==> config.mk <==
export PLATFORM = sky130hd
export DESIGN_NAME = uart_csr_fifo
export DESIGN_NICKNAME = d
export VERILOG_FILES = /design/src/rtl/uart_csr_pkg.sv /design/src/rtl/uart_sync_fifo.sv /design/src/rtl/uart_csr_fifo.sv
export SDC_FILE = /design/constraint.sdc
export NUM_CORES = 1
export LEC_CHECK = 0
export ABC_AREA = 1
export ABC_CLOCK_PERIOD_IN_PS = 3200
export BUFFER_PORTS_ARGS = -buffer_cell sky130_fd_sc_hd__buf_4
export CORE_MARGIN = 2
export CORE_UTILIZATION = 45
export DETAILED_ROUTE_END_ITERATION = 10
export GPL_ROUTABILITY_DRIVEN = 0
export PLACE_DENSITY = 0.68
export SYNTH_ARGS = -nofsm -noshare
export SYNTH_HDL_FRONTEND = slang
export SYNTH_HIERARCHICAL = 1
export SYNTH_SLANG_ARGS = --single-unit
==> constraint.sdc <==
create_clock -name clk -period 3.2 [get_ports clk]
set_input_delay 0.16 -clock clk [delete_from_list [all_inputs] [get_ports clk]]
set_output_delay 0.16 -clock clk [all_outputs]
set_load 0.02 [all_outputs]
==> src/rtl/uart_csr_pkg.sv <==
// Shared definitions for the UART CSR block: register offsets, CTRL/STAT
// bit positions and the divisor reset default.
package uart_csr_pkg;

  localparam logic [31:0] CTRL_OFF   = 32'h0000_0000;
  localparam logic [31:0] STAT_OFF   = 32'h0000_0004;
  localparam logic [31:0] DATA_OFF   = 32'h0000_0008;
  localparam logic [31:0] DIV_OFF    = 32'h0000_000C;
  localparam logic [31:0] THRESH_OFF = 32'h0000_0010;

  localparam int CTRL_UART_EN   = 0;
  localparam int CTRL_TX_EN     = 1;
  localparam int CTRL_RX_EN     = 2;
  localparam int CTRL_TX_IRQ_EN = 3;
  localparam int CTRL_RX_IRQ_EN = 4;
  localparam int CTRL_TX_FLUSH  = 5;
  localparam int CTRL_RX_FLUSH  = 6;

  localparam int STAT_TX_FULL    = 0;
  localparam int STAT_TX_EMPTY   = 1;
  localparam int STAT_RX_FULL    = 2;
  localparam int STAT_RX_EMPTY   = 3;
  localparam int STAT_RX_OVF     = 4;
  localparam int STAT_TX_OVF     = 5;
  localparam int STAT_TX_LVL_LSB = 8;
  localparam int STAT_RX_LVL_LSB = 16;

  // 115200 baud from a 100 MHz clock
  localparam int DIV_RST_DEFAULT = 868;

  // Stored CTRL bits; the flush bits are pulses and are never stored.
  typedef struct packed {
    logic rx_irq_en;
    logic tx_irq_en;
    logic rx_en;
    logic tx_en;
    logic uart_en;
  } ctrl_t;

endpackage

==> src/rtl/uart_sync_fifo.sv <==
// Synchronous FIFO with push/pop/flush. Pop on empty is ignored; push on full
// is accepted only when a pop happens in the same cycle. Flush beats both.
// The head reads as zero while the FIFO is empty.
module uart_sync_fifo
  import uart_csr_pkg::*;
#(
  parameter int W     = 8,
  parameter int DEPTH = 8
) (
  input  logic                       clk,
  input  logic                       rst,
  input  logic                       flush,
  input  logic                       push,
  input  logic [W-1:0]               wdata,
  input  logic                       pop,
  output logic [W-1:0]               rdata,
  output logic                       full,
  output logic                       empty,
  output logic [$clog2(DEPTH):0]     level
);

  localparam int AW = $clog2(DEPTH);
  localparam int LW = AW + 1;

  logic [W-1:0]  mem [DEPTH];
  logic [AW-1:0] wr_ptr;
  logic [AW-1:0] rd_ptr;
  logic [LW-1:0] cnt;
  logic          do_push;
  logic          do_pop;

  assign empty   = (cnt == '0);
  assign full    = (cnt == LW'(DEPTH));
  assign do_pop  = pop && !empty;
  assign do_push = push && (!full || do_pop);
  assign level   = cnt;
  assign rdata   = empty ? '0 : mem[rd_ptr];

  // Pointer and occupancy bookkeeping; pointers wrap naturally (power-of-two depth).
  always_ff @(posedge clk) begin
    if (rst || flush) begin
      wr_ptr <= '0;
      rd_ptr <= '0;
      cnt    <= '0;
    end else begin
      if (do_push) wr_ptr <= wr_ptr + AW'(1);
      if (do_pop)  rd_ptr <= rd_ptr + AW'(1);
      cnt <= cnt + LW'(do_push) - LW'(do_pop);
    end
  end

  // Storage array, written only on an accepted push.
  always_ff @(posedge clk) begin
    if (do_push && !flush && !rst) mem[wr_ptr] <= wdata;
  end

endmodule

==> src/rtl/uart_csr_fifo.sv <==
// UART control/status register block with TX/RX FIFOs, baud divisor, sticky
// overflow flags (write-1-to-clear) and a registered level interrupt.
// Optional macro UART_CSR_RX_THRESH_EN adds the RX threshold register at 0x10;
// without it the RX interrupt threshold is fixed at 1.
// Bus handshake: writes always accepted (wready=1) on the cycle wen is high;
// reads are combinational from raddr and rvalid mirrors ren; an RX pop fires
// only on the first cycle of a DATA read.
module uart_csr_fifo
  import uart_csr_pkg::*;
#(
  parameter int              DATA_W   = 8,
  parameter int              TX_DEPTH = 8,
  parameter int              RX_DEPTH = 8,
  parameter int              DIV_W    = 16,
  parameter logic [DIV_W-1:0] DIV_RST = DIV_W'(DIV_RST_DEFAULT)
) (
  input  logic              clk,
  input  logic              rst,
  input  logic [31:0]       waddr,
  input  logic [31:0]       wdata,
  input  logic              wen,
  input  logic [3:0]        wstrb,
  output logic              wready,
  input  logic [31:0]       raddr,
  input  logic              ren,
  output logic [31:0]       rdata,
  output logic              rvalid,
  output logic              uart_en_o,
  output logic              tx_en_o,
  output logic              rx_en_o,
  output logic [DIV_W-1:0]  baud_div_o,
  output logic [DATA_W-1:0] tx_data_o,
  output logic              tx_valid_o,
  input  logic              tx_ready_i,
  input  logic [DATA_W-1:0] rx_data_i,
  input  logic              rx_valid_i,
  output logic              irq_o
);

  localparam int TX_LW = $clog2(TX_DEPTH) + 1;
  localparam int RX_LW = $clog2(RX_DEPTH) + 1;

  ctrl_t             ctrl_q;
  logic              tx_ovf_q;
  logic              rx_ovf_q;
  logic [DIV_W-1:0]  div_q;
  logic              ren_ff_data;
  logic              irq_q;
  logic [RX_LW-1:0]  thresh;

  logic              wr_ctrl, wr_stat, wr_div;
  logic              tx_push, tx_pop, tx_flush;
  logic              rx_rd, rx_push, rx_pop, rx_flush;
  logic              tx_full, tx_empty, rx_full, rx_empty;
  logic [TX_LW-1:0]  tx_level;
  logic [RX_LW-1:0]  rx_level;
  logic [DATA_W-1:0] rx_head;
  logic [31:0]       wmask;
  logic [31:0]       div_wr_val;
  logic              irq_next;
  logic [31:0]       stat_word;

  // Bus decode
  assign wr_ctrl  = wen && (waddr == CTRL_OFF) && wstrb[0];
  assign wr_stat  = wen && (waddr == STAT_OFF) && wstrb[0];
  assign wr_div   = wen && (waddr == DIV_OFF);
  assign tx_push  = wen && (waddr == DATA_OFF) && wstrb[0];
  assign tx_flush = wr_ctrl && wdata[CTRL_TX_FLUSH];
  assign rx_flush = wr_ctrl && wdata[CTRL_RX_FLUSH];
  assign rx_rd    = ren && (raddr == DATA_OFF);
  assign rx_pop   = rx_rd && !ren_ff_data;
  assign rx_push  = rx_valid_i && ctrl_q.uart_en && ctrl_q.rx_en;
  assign tx_pop   = tx_valid_o && tx_ready_i;

  assign wready     = 1'b1;
  assign rvalid     = ren;
  assign uart_en_o  = ctrl_q.uart_en;
  assign tx_en_o    = ctrl_q.tx_en;
  assign rx_en_o    = ctrl_q.rx_en;
  assign baud_div_o = div_q;
  assign tx_valid_o = !tx_empty && ctrl_q.uart_en && ctrl_q.tx_en;
  assign irq_o      = irq_q;

  uart_sync_fifo #(.W(DATA_W), .DEPTH(TX_DEPTH)) u_tx_fifo (
    .clk   (clk),
    .rst   (rst),
    .flush (tx_flush),
    .push  (tx_push),
    .wdata (wdata[DATA_W-1:0]),
    .pop   (tx_pop),
    .rdata (tx_data_o),
    .full  (tx_full),
    .empty (tx_empty),
    .level (tx_level)
  );

  uart_sync_fifo #(.W(DATA_W), .DEPTH(RX_DEPTH)) u_rx_fifo (
    .clk   (clk),
    .rst   (rst),
    .flush (rx_flush),
    .push  (rx_push),
    .wdata (rx_data_i),
    .pop   (rx_pop),
    .rdata (rx_head),
    .full  (rx_full),
    .empty (rx_empty),
    .level (rx_level)
  );

  // Byte-lane merge for the divisor register
  assign wmask      = {{8{wstrb[3]}}, {8{wstrb[2]}}, {8{wstrb[1]}}, {8{wstrb[0]}}};
  assign div_wr_val = (32'(div_q) & ~wmask) | (wdata & wmask);

  // CTRL, divisor and read-edge tracking registers.
  always_ff @(posedge clk) begin
    if (rst) begin
      ctrl_q      <= '0;
      div_q       <= DIV_RST;
      ren_ff_data <= 1'b0;
    end else begin
      if (wr_ctrl) ctrl_q <= ctrl_t'(wdata[4:0]);
      if (wr_div)  div_q  <= div_wr_val[DIV_W-1:0];
      ren_ff_data <= rx_rd;
    end
  end

  // Sticky overflow flags: a new overflow beats a simultaneous clear.
  always_ff @(posedge clk) begin
    if (rst) begin
      tx_ovf_q <= 1'b0;
      rx_ovf_q <= 1'b0;
    end else begin
      tx_ovf_q <= (tx_ovf_q && !(wr_stat && wdata[STAT_TX_OVF]))
                  || (tx_push && tx_full && !tx_pop && !tx_flush);
      rx_ovf_q <= (rx_ovf_q && !(wr_stat && wdata[STAT_RX_OVF]))
                  || (rx_push && rx_full && !rx_pop && !rx_flush);
    end
  end

`ifdef UART_CSR_RX_THRESH_EN
  logic             wr_thresh;
  logic [RX_LW-1:0] thresh_q;

  assign wr_thresh = wen && (waddr == THRESH_OFF) && wstrb[0];
  assign thresh    = thresh_q;

  // Programmable RX threshold: zero is stored as 1, large values saturate.
  always_ff @(posedge clk) begin
    if (rst) begin
      thresh_q <= RX_LW'(1);
    end else if (wr_thresh) begin
      if (wdata == 32'd0)
        thresh_q <= RX_LW'(1);
      else if (wdata > 32'(RX_DEPTH))
        thresh_q <= RX_LW'(RX_DEPTH);
      else
        thresh_q <= RX_LW'(wdata);
    end
  end
`else
  assign thresh = RX_LW'(1);
`endif

  // Interrupt cause, registered below for a one-cycle latency.
  always_comb begin
    irq_next = (ctrl_q.tx_irq_en && tx_empty)
            || (ctrl_q.rx_irq_en && (rx_level >= thresh))
            || rx_ovf_q || tx_ovf_q;
  end

  // Registered level interrupt.
  always_ff @(posedge clk) begin
    if (rst) irq_q <= 1'b0;
    else     irq_q <= irq_next;
  end

  // STAT word assembly.
  always_comb begin
    stat_word                                   = '0;
    stat_word[STAT_TX_FULL]                     = tx_full;
    stat_word[STAT_TX_EMPTY]                    = tx_empty;
    stat_word[STAT_RX_FULL]                     = rx_full;
    stat_word[STAT_RX_EMPTY]                    = rx_empty;
    stat_word[STAT_RX_OVF]                      = rx_ovf_q;
    stat_word[STAT_TX_OVF]                      = tx_ovf_q;
    stat_word[STAT_TX_LVL_LSB+7:STAT_TX_LVL_LSB] = 8'(tx_level);
    stat_word[STAT_RX_LVL_LSB+7:STAT_RX_LVL_LSB] = 8'(rx_level);
  end

  // Combinational read mux; unmapped addresses read zero.
  always_comb begin
    rdata = '0;
    case (raddr)
      CTRL_OFF:   rdata = 32'(ctrl_q);
      STAT_OFF:   rdata = stat_word;
      DATA_OFF:   rdata = {!rx_empty, 23'b0, 8'(rx_head)};
      DIV_OFF:    rdata = 32'(div_q);
`ifdef UART_CSR_RX_THRESH_EN
      THRESH_OFF: rdata = 32'(thresh_q);
`endif
      default:    rdata = '0;
    endcase
  end

  // Bits of the merged divisor word beyond DIV_W are intentionally dropped.
  logic unused_bits;
  assign unused_bits = ^{div_wr_val, wdata};

endmodule
**Word level (Yosys, flattened, before mapping)**

Memory sizes are Yosys's and may differ from the RTL's. A register that Yosys moved wholly into a read port is not among the register bits.
Cells that the tools add are included.

- Bits in registers: 45
- Bits in latches: 0
- Memory bits (writable): 128
- ROM bits: 0
- Input bits: 114
- Output and inout port bits: 63
- Word-level logic and storage cells: 111
- Memories: 2

- $add $sub $neg: 8
- Multipliers: 0
- Divide/modulo/power cells: 0
- $lt $le $gt $ge: 1
- Equal/unequal tests: 8
- Shifts and indexed selects: 0
- Mux-type cells: 11
- Bitwise logic cells: 4
- Reduce and logical (&&, ||, !) cells: 61

Memories:

| name | words | bits a word | rd ports | clocked after memory_dff | wr ports | RTL line | text |
|---|---|---|---|---|---|---|---|
| u_rx_fifo.mem | 8 | 8 | 1 | 1 | 1 | uart_sync_fifo.sv:25 | `logic [W-1:0] mem [DEPTH];` |
| u_tx_fifo.mem | 8 | 8 | 1 | 1 | 1 | uart_sync_fifo.sv:25 |  |

Operators with widths:

| operator | count |
|---|---|
| == test 32 x 4 -> 1 bit (second input constant) | 4 |
| case mux 32 bit (4 select lines) | 1 |
| == test 32 x 3 -> 1 bit (second input constant) | 2 |
| logical NOT 32 bit | 2 |
| logical AND 1 bit | 36 |
| bitwise AND 16 bit | 2 |
| 2-to-1 mux 8 bit | 2 |
| inverter 16 bit | 1 |
| OR 16 bit | 1 |
| adder 3 x 1 -> 3 bit (second input constant) | 4 |
| logical NOT 1 bit | 12 |
| 2-to-1 mux 3 bit | 4 |
| logical OR 1 bit | 9 |
| adder 4 x 1 -> 4 bit | 2 |
| == test 4 bit (second input constant) | 2 |
| logical NOT 4 bit | 2 |
| subtractor 4 x 1 -> 4 bit | 2 |
| greater-or-equal comparator 4 x 1 -> 1 bit (second input constant) | 1 |
| 2-to-1 mux 1 bit | 4 |

**Depth between registers and ports, before layout**

Gate-level depths: netlist of run 1.

- Word-level depth: 12
- Depth in mapped cells: 18
- Gate-level depth less buffers: 18

**Cells and area by module**

The synthesis of run 1 kept the hierarchy.

By module, submodules not included:

| module | instances | cells an instance | area an instance (sq um) | seq. area each (sq um) |
|---|---|---|---|---|
| uart_sync_fifo | 2 | 341 | 3374.5 | 2182.1 |
| uart_csr_fifo | 1 | 288 | 1750.4 | 500.5 |

**Least setup slack after synthesis of run 1**

No wires, ideal clock.

- Path type: register -> register
- From: register u_tx_fifo.cnt[2], in the netlist u_tx_fifo/level[2]
- To: register u_tx_fifo.cnt[2], in the netlist u_tx_fifo/level[2]
- Library setup time: 0.119 ns
- Arrival: 2.744 ns
- Data required time: 3.081 ns
- Path slack: 0.336 ns
- Stages on the path, launching flop included: 17
- Buffers on the path: 0
- Clock period less this slack: 2.864 ns
- Cell sequence: dfxtp_1 inv_1 ha_1 nand2_4 inv_1 nor3_1 nand2_1 inv_1 nand2_4 nor2_1 inv_1 nand2_1 ha_1 inv_1 fa_1 o21ai_0 a21oi_1

- Word-level cells in the longest chain between the ends: 10
- Elaborated cells on any way between the ends: 12
- Those cells by class: add/sub: 2; eq/ne: 1; reduce/logical: 9

Ends and longest elaborated chain:

| what | RTL line | text |
|---|---|---|
| start, declared | uart_sync_fifo.sv:28 | `logic [LW-1:0] cnt;` |
| start signal, assigned | uart_sync_fifo.sv:48 | `cnt <= cnt + LW'(do_push) - LW'(do_pop);` |
| logical NOT 4 bit * | uart_sync_fifo.sv:32 | `assign empty = (cnt == '0);` |
| named net tx_empty | uart_csr_fifo.sv:54 | `logic tx_full, tx_empty, rx_full, rx_empty;` |
| logical NOT 1 bit * | uart_csr_fifo.sv:81 | `assign tx_valid_o = !tx_empty && ctrl_q.uart_en && ctrl_q.tx_en;` |
| logical AND 1 bit * (2 in series) | uart_csr_fifo.sv:81 |  |
| named net tx_valid_o | uart_csr_fifo.sv:33 | `output logic tx_valid_o,` |
| logical AND 1 bit * | uart_csr_fifo.sv:73 | `assign tx_pop = tx_valid_o && tx_ready_i;` |
| named net tx_pop | uart_csr_fifo.sv:52 | `logic tx_push, tx_pop, tx_flush;` |
| logical AND 1 bit * | uart_sync_fifo.sv:34 | `assign do_pop = pop && !empty;` |
| logical OR 1 bit | uart_sync_fifo.sv:35 | `assign do_push = push && (!full \|\| do_pop);` |
| logical AND 1 bit | uart_sync_fifo.sv:35 |  |
| adder 4 x 1 -> 4 bit | uart_sync_fifo.sv:48 |  |
| subtractor 4 x 1 -> 4 bit * | uart_sync_fifo.sv:48 |  |

Mark *: on every way through the listed nets, which the timed path passes. The rest lies on a longest branch.
A chain may end at the register's enable or synchronous reset.

**Worst setup path in the final report of run 1**

- From: register u_tx_fifo.cnt[2], in the netlist u_tx_fifo/level[2]
- To: register u_tx_fifo.cnt[2], in the netlist u_tx_fifo/level[2]

- Word-level cells in the longest chain between the ends: 10
- Elaborated cells on any way between the ends: 12
- Those cells by class: add/sub: 2; eq/ne: 1; reduce/logical: 9

Ends and longest elaborated chain:

| what | RTL line |
|---|---|
| logical NOT 4 bit * | uart_sync_fifo.sv:32 |
| named net tx_empty | uart_csr_fifo.sv:54 |
| logical NOT 1 bit * | uart_csr_fifo.sv:81 |
| logical AND 1 bit * (2 in series) | uart_csr_fifo.sv:81 |
| logical AND 1 bit * | uart_csr_fifo.sv:73 |
| named net tx_pop | uart_csr_fifo.sv:52 |
| logical AND 1 bit * | uart_sync_fifo.sv:34 |
| logical OR 1 bit | uart_sync_fifo.sv:35 |
| logical AND 1 bit | uart_sync_fifo.sv:35 |
| adder 4 x 1 -> 4 bit | uart_sync_fifo.sv:48 |
| subtractor 4 x 1 -> 4 bit * | uart_sync_fifo.sv:48 |

Marked as above.

==> summary.txt, run 1 <==
Timing
  • Finish-stage setup viols: 0
  • Worst Tran Pin Value: about 0.68 ns
  • Hold Fails Final Rpt: 0
  • Slew margin rel.: 54.82%
  • Fin Setup TNS: 0 ns
  • RSZ-0062 raised after global routing: false
  • Clock skew: roughly 0.01 ns
  • Setup slack after layout: 0.4314 ns
  • Final period utilization: 86.52%
  • Hold Slack: 0.008218 ns
  • Pins Over Slew Limit: 0
  • Peak Freq: about 360 MHz
  • Period minus WS final: 2.769 ns

Yosys
  • Synth area leader: edfxtp_1
  • Post-Synthesis Cells: 970
  • Netlist Area Pre-Place: 8499 µm²
  • Mapped Avg Cell Area: just under 9 µm²
  • Sequential area share after synthesis: a little under three fifths
  • Fraction of registers with async set or reset after synthesis: 0%
  • Ys flop type: edfxtp_1
  • Share of the synthesized area in the top cell type: between 40% and 50%
  • Synthesis Warnings: 6
  • Top post-synthesis cells by area: edfxtp_1, dfxtp_1, nor2_1, nand2_1, inv_1
  • EDFF count, synth: 128
  • Number of synthesized register bits: roughly 180
  • Netlist cell types: 35

Clock tree
  • Worst-path clk slew: 0.07 ns
  • CTS Sinks: about 180
  • Hold buffers post-CTS: 18
  • Clk buf depth: 2
  • Later-pin clock latency in the skew report: about 0.43 ns
  • Post-cts gate resize count: 0
  • Num CTS Buffers: 17
  • Setup Buffers After CTS: 0
  • Clk Tree Root Cell: clkbuf_16
  • TritonCTS clock tree: done
  • Htree depth: 4

Placement
  • Dpl cells: 1342
  • HPWL reported at the end of detailed placement: 14590 µm
  • Placed inst area: 9838 µm²
  • Port Buf Inserts: ~150
  • Setup slack at placement: ~0.43 ns

Global route
  • Initial antenna violation count: 0
  • Largest net degree at the start of global routing: 49
  • GRT Util Overall: 20.81%
  • Global route overflow: 0
  • Global-route wire length before repair: 31950 µm
  • Vias in the first global route: 6254

Routing
  • DR DRC count: 0
  • Avg Vias per Cell: 4.885
  • Post-route antenna net violation count: 0
  • First DRT Iteration DRCs: 445
  • Via count: 6805
  • Final wirelength: about 20000 µm
  • DRT Pass-1 Iters: 5
  • Routed len/inst: 14.76 µm

Critical path
  • Setup crit start kind: flop
  • Crit. End Element: flop
  • Setup Crit Path Kind: reg -> reg
  • Worst-path cell chain: inv_1, ha_1, nand2_4, inv_1, nor3_1, nand2_1, inv_1, nand2_4, nor2_1, inv_1, nand2_1, ha_1, inv_1, fa_1, o21ai_0, a21oi_1
  • Delay of the slowest cell on the worst path: 0.40 ns
  • Worst path required time: around 3.5 ns
  • CP max FO: 10
  • Arr. time, crit path: 3.09 ns
  • CP max-delay cell: fa_1
  • CP most frequent cell: inv_1

Die
  • Core area: between 15000 and 20000 µm²
  • Number of placement rows: 50
  • Die area: 20000 µm²
  • I/O pin total: 177
  • Die extent in y: 141.4 µm
  • Initial Util: a little under half
  • Die Wd: 141.4 µm

Final layout
  • Most frequent cells in the layout: nor2_1, nand2_1, buf_4, edfxtp_1, inv_1
  • Area grow syn2layout: 24.72%
  • Non-filler cells, final: 1393
  • Fin area: 10600 µm²
  • Share of cells above drive strength 1: between 20% and 30%
  • # nets final: 1276
  • Post-layout util: 56.86%
  • Most common cell after layout, fill and taps aside: nor2_1
  • Diodes inserted: 0
  • Fillers: 1637

Pwr
  • Leak Pwr: 4.416 nW
  • Post-layout total power: 4.686 mW
  • PwrDens: 442.0 nW/µm²
  • Worst VDD drop: 0.4139 mV

Outcome
  • Status: finished clean

Job
  • Max Cap Viol: 0

Min path
  • Worst hold path type: in -> reg
## worst max-delay path: cells and delay by family, from the launching register on
family	cells	cell delay, ns
flip-flops	1	0.33
AND/OR/NAND/NOR	6	0.89
AO/OA/AOI/OAI	2	0.24
adder cells (fa/ha/maj)	3	0.78
buffers and inverters	5	0.43
## where the power goes
group	switching (mW)	total (mW)	leakage, nW	internal [mW]
clock	0.919	2.01	0.275	1.09
combinational	0.0924	0.196	2.58	0.104
sequential	0.0000000000651	2.48	1.56	2.48
total	1.01	4.69	4.42	3.67
## cells by family after synthesis
family,synth area share (%)
fa+ha+maj,2.532
other cells,0.08836
flops,57.24
simple gates,27.56
xor+xnor,0.2061
buf+inv,7.419
compound gates,4.961
## cells in the mapped netlist (4+ instances only)
master / n
nand2_1: 191
a21oi_1: 25
ha_1: 14
nor2_2: 7
o21ai_0: 48
buf_4: 19
nor3_1: 5
nand2_2: 7
buf_6: 4
edfxtp_1: 128
inv_1: 87
nand3_1: 45
clkbuf_1: 10
nor2_1: 269
nand2_4: 8
nand4_1: 6
dfxtp_1: 51
buf_2: 10
o21ai_1: 5
nor3b_2: 4
## per-layer routing
metal / GRT usage (%) / vias to the layer above / wire, µm
met3: 4.455 / 42 / 1205
met2: 34.31 / 215 / 9866
met4: 7.684 / 0 / 583
met5: 0 / - / 0
li1: - / 3436 / -
met1: 27.21 / 3112 / 8900
## final timing paths
kind	startpoint	end	slack (ns)	cells after the start
setup / recovery	u_tx_fifo/level[2]	u_tx_fifo/level[2]	0.43	16
hold reg to reg	flop	flop	0.48	2
hold / removal	wdata[5]	u_tx_fifo/mem[7][5]	0.008	1
setup reg to reg	u_tx_fifo/level[2]	u_tx_fifo/level[2]	0.43	16
## cell type report
cell class / instances / area (µm²) / area share [%]
clock buffers: 17 / 425.4 / 4.013
clock inverters: 15 / 146.4 / 1.381
inverters: 94 / 355.3 / 3.352
multi-input cells: 664 / 3042 / 28.69
flip-flops and latches: 179 / 4865 / 45.89
well taps: 234 / 292.8 / 2.762
repair buffers: 190 / 1474 / 13.90
(Power assumes the default switching activity.)
==> inputs of run 2 (changes only) <==
--- a/config.mk
+++ b/config.mk
@@ -7,9 +7,10 @@
 export LEC_CHECK = 0
 export ABC_AREA = 1
 export ABC_CLOCK_PERIOD_IN_PS = 3200
-export BUFFER_PORTS_ARGS = -buffer_cell sky130_fd_sc_hd__buf_4
+export BUFFER_PORTS_ARGS = -buffer_cell sky130_fd_sc_hd__buf_2
 export CORE_MARGIN = 2
 export CORE_UTILIZATION = 45
+export CTS_CLUSTER_DIAMETER = 200
 export DETAILED_ROUTE_END_ITERATION = 10
 export GPL_ROUTABILITY_DRIVEN = 0
 export PLACE_DENSITY = 0.68
==> run 2 against run 1 <==
  * Utilization shrank 2.5 points
  * Clock power is essentially flat
  * Setup slack lost 0.056 ns
  * Combinational power shrank 21%
  * Power shrank 0.32%
  * Largest cell class unchanged
  * Via count shrank 1.4%
  * Die area is the same
  * Register-to-register slack lost 0.06 ns
  * Critical path depth is the same
  * Sequential share of layout area grew 2.1 points
  * Highest routed layer unchanged
  * Clock-buffer cell count is the same
==> summary.txt, run 2 (synthesized netlist as in run 1, its figures left out) <==
Final layout
  • Share of cells above drive strength 1: 20.75%
  • Most common cell after layout, fill and taps aside: nor2_1
  • # nets final: 1264
  • Diodes inserted: 0
  • Most frequent cells in the layout: nor2_1, nand2_1, buf_2, edfxtp_1, inv_1
  • Area grow syn2layout: 19.23%

Min path
  • Worst hold path type: in -> reg

Routing
  • First DRT Iteration DRCs: roughly 400
  • Post-route antenna net violation count: 0
  • Via count: 6711
  • Avg Vias per Cell: roughly 4.9
  • DR DRC count: 0
  • DRT Pass-1 Iters: 5
  • Final wirelength: between 15000 and 20000 µm
  • Routed len/inst: 14.33 µm

Job
  • Max Cap Viol: 0

Timing
  • RSZ-0062 raised after global routing: false
  • Setup slack after layout: 0.3756 ns
  • Clock skew: ~0.013 ns
  • Final period utilization: 88.26%
  • Hold Fails Final Rpt: 0
  • Pins Over Slew Limit: 0
  • Peak Freq: approximately 350 MHz
  • Fin Setup TNS: 0 ns
  • Worst Tran Pin Value: 0.6756 ns
  • Finish-stage setup viols: 0
  • Period minus WS final: between 2 and 3 ns
  • Slew margin rel.: 54.91%

Pwr
  • PwrDens: 460.9 nW/µm²
  • Worst VDD drop: 0.3536 mV
  • Leak Pwr: around 4.3 nW

Global route
  • Global-route wire length before repair: 30590 µm
  • Vias in the first global route: 5982
  • Initial antenna violation count: 0
  • Largest net degree at the start of global routing: 49
  • GRT Util Overall: 20.08%
  • Global route overflow: 0

Critical path
  • Crit. End Element: flop
  • FF-to-FF setup slack: 0.38 ns
  • CP max FO: 10
  • Worst path required time: 3.52 ns
  • Setup Crit Path Kind: reg -> reg
  • Arr. time, crit path: roughly 3.2 ns
  • Setup crit start kind: flop

Die
  • Initial Util: 45.59%
  • Die area: about 20000 µm²
  • Die extent in y: 141.4 µm
  • Core area: approximately 19000 µm²
  • Number of placement rows: 50
  • Die Wd: 141.4 µm
  • I/O pin total: 177

Outcome
  • Status: finished clean

Clock tree
  • Worst-path clk slew: 0.07 ns
  • Htree depth: 4
  • Num CTS Buffers: 17
  • Later-pin clock latency in the skew report: between 0.4 and 0.5 ns
  • Clk Tree Root Cell: clkbuf_16
  • TritonCTS clock tree: done
  • Hold buffers post-CTS: 9
  • Post-cts gate resize count: 0
  • CTS Sinks: 179
  • Setup Buffers After CTS: 0
  • Clk buf depth: 2

Placement
  • Port Buf Inserts: 146
  • Setup slack at placement: between 0.3 and 0.4 ns
  • HPWL reported at the end of detailed placement: 14150 µm
==> run 2: path summary, 6_finish.rpt <==
kind | startpoint | endpoint | cells after the start
max | u_tx_fifo/level[2] | u_tx_fifo/level[2] | 16
min | wdata[13] | flop | 3
max reg2reg | u_tx_fifo/level[2] | u_tx_fifo/level[2] | 16
min reg2reg | flop | flop | 2
==> run 2: critical path, stage by stage, from the launching register on <==
cell	delay (ns)
dfxtp_1	0.33
inv_1	0.07
ha_1	0.23
nand2_4	0.18
inv_1	0.12
nor3_1	0.26
nand2_1	0.13
inv_1	0.11
nand2_4	0.10
nor2_1	0.19
inv_1	0.08
nand2_1	0.07
ha_1	0.16
inv_1	0.06
fa_1	0.40
o21ai_0	0.17
a21oi_1	0.05
==> run 2: layout make-up <==
class,instances,area [µm²]
clock buffers,17,425.4
clock inverters,15,160.2
fillers,1701,8509
inverters,94,355.3
multi-input cells,664,3042
flip-flops and latches,179,4865
well taps,234,292.8
repair buffers,178,993.5
==> run 2: per-stage QoR <==
step | cell area, µm² | total power, mW | hold slack (ns) | instances | utilization (%)
after floorplan | 8537 | 2.590 | 0.2291 | 980 | -
after global placement | 9458 | 2.671 | 0.3606 | 1340 | 50.73
after detailed placement | 9458 | 2.673 | 0.3632 | 1340 | 50.73
after CTS | 10130 | 4.699 | 0.002476 | 1381 | 54.36
after global routing | 10130 | 4.829 | 0.01159 | 1381 | 54.36
final | 10130 | 4.671 | 0.009384 | 1381 | 54.36
==> run 2: power breakdown <==
group          internal (mW)    switching, mW  leakage, nW
clock                   1.11            0.929        0.290
combinational         0.0628           0.0912         2.44
sequential              2.48  0.0000000000607         1.56
total                   3.65             1.02         4.29
==> run 2: per-layer routing <==
layer | global-route usage, % | share of wire [%] | vias to the layer above | routed length [µm]
li1 | - | - | 3412 | -
met1 | 26.78 | 44 | 3077 | 8746
met2 | 33.73 | 48 | 202 | 9587
met3 | 3.915 | 5.9 | 20 | 1170
met4 | 5.474 | 1.4 | 0 | 280
met5 | 0 | 0 | - | 0
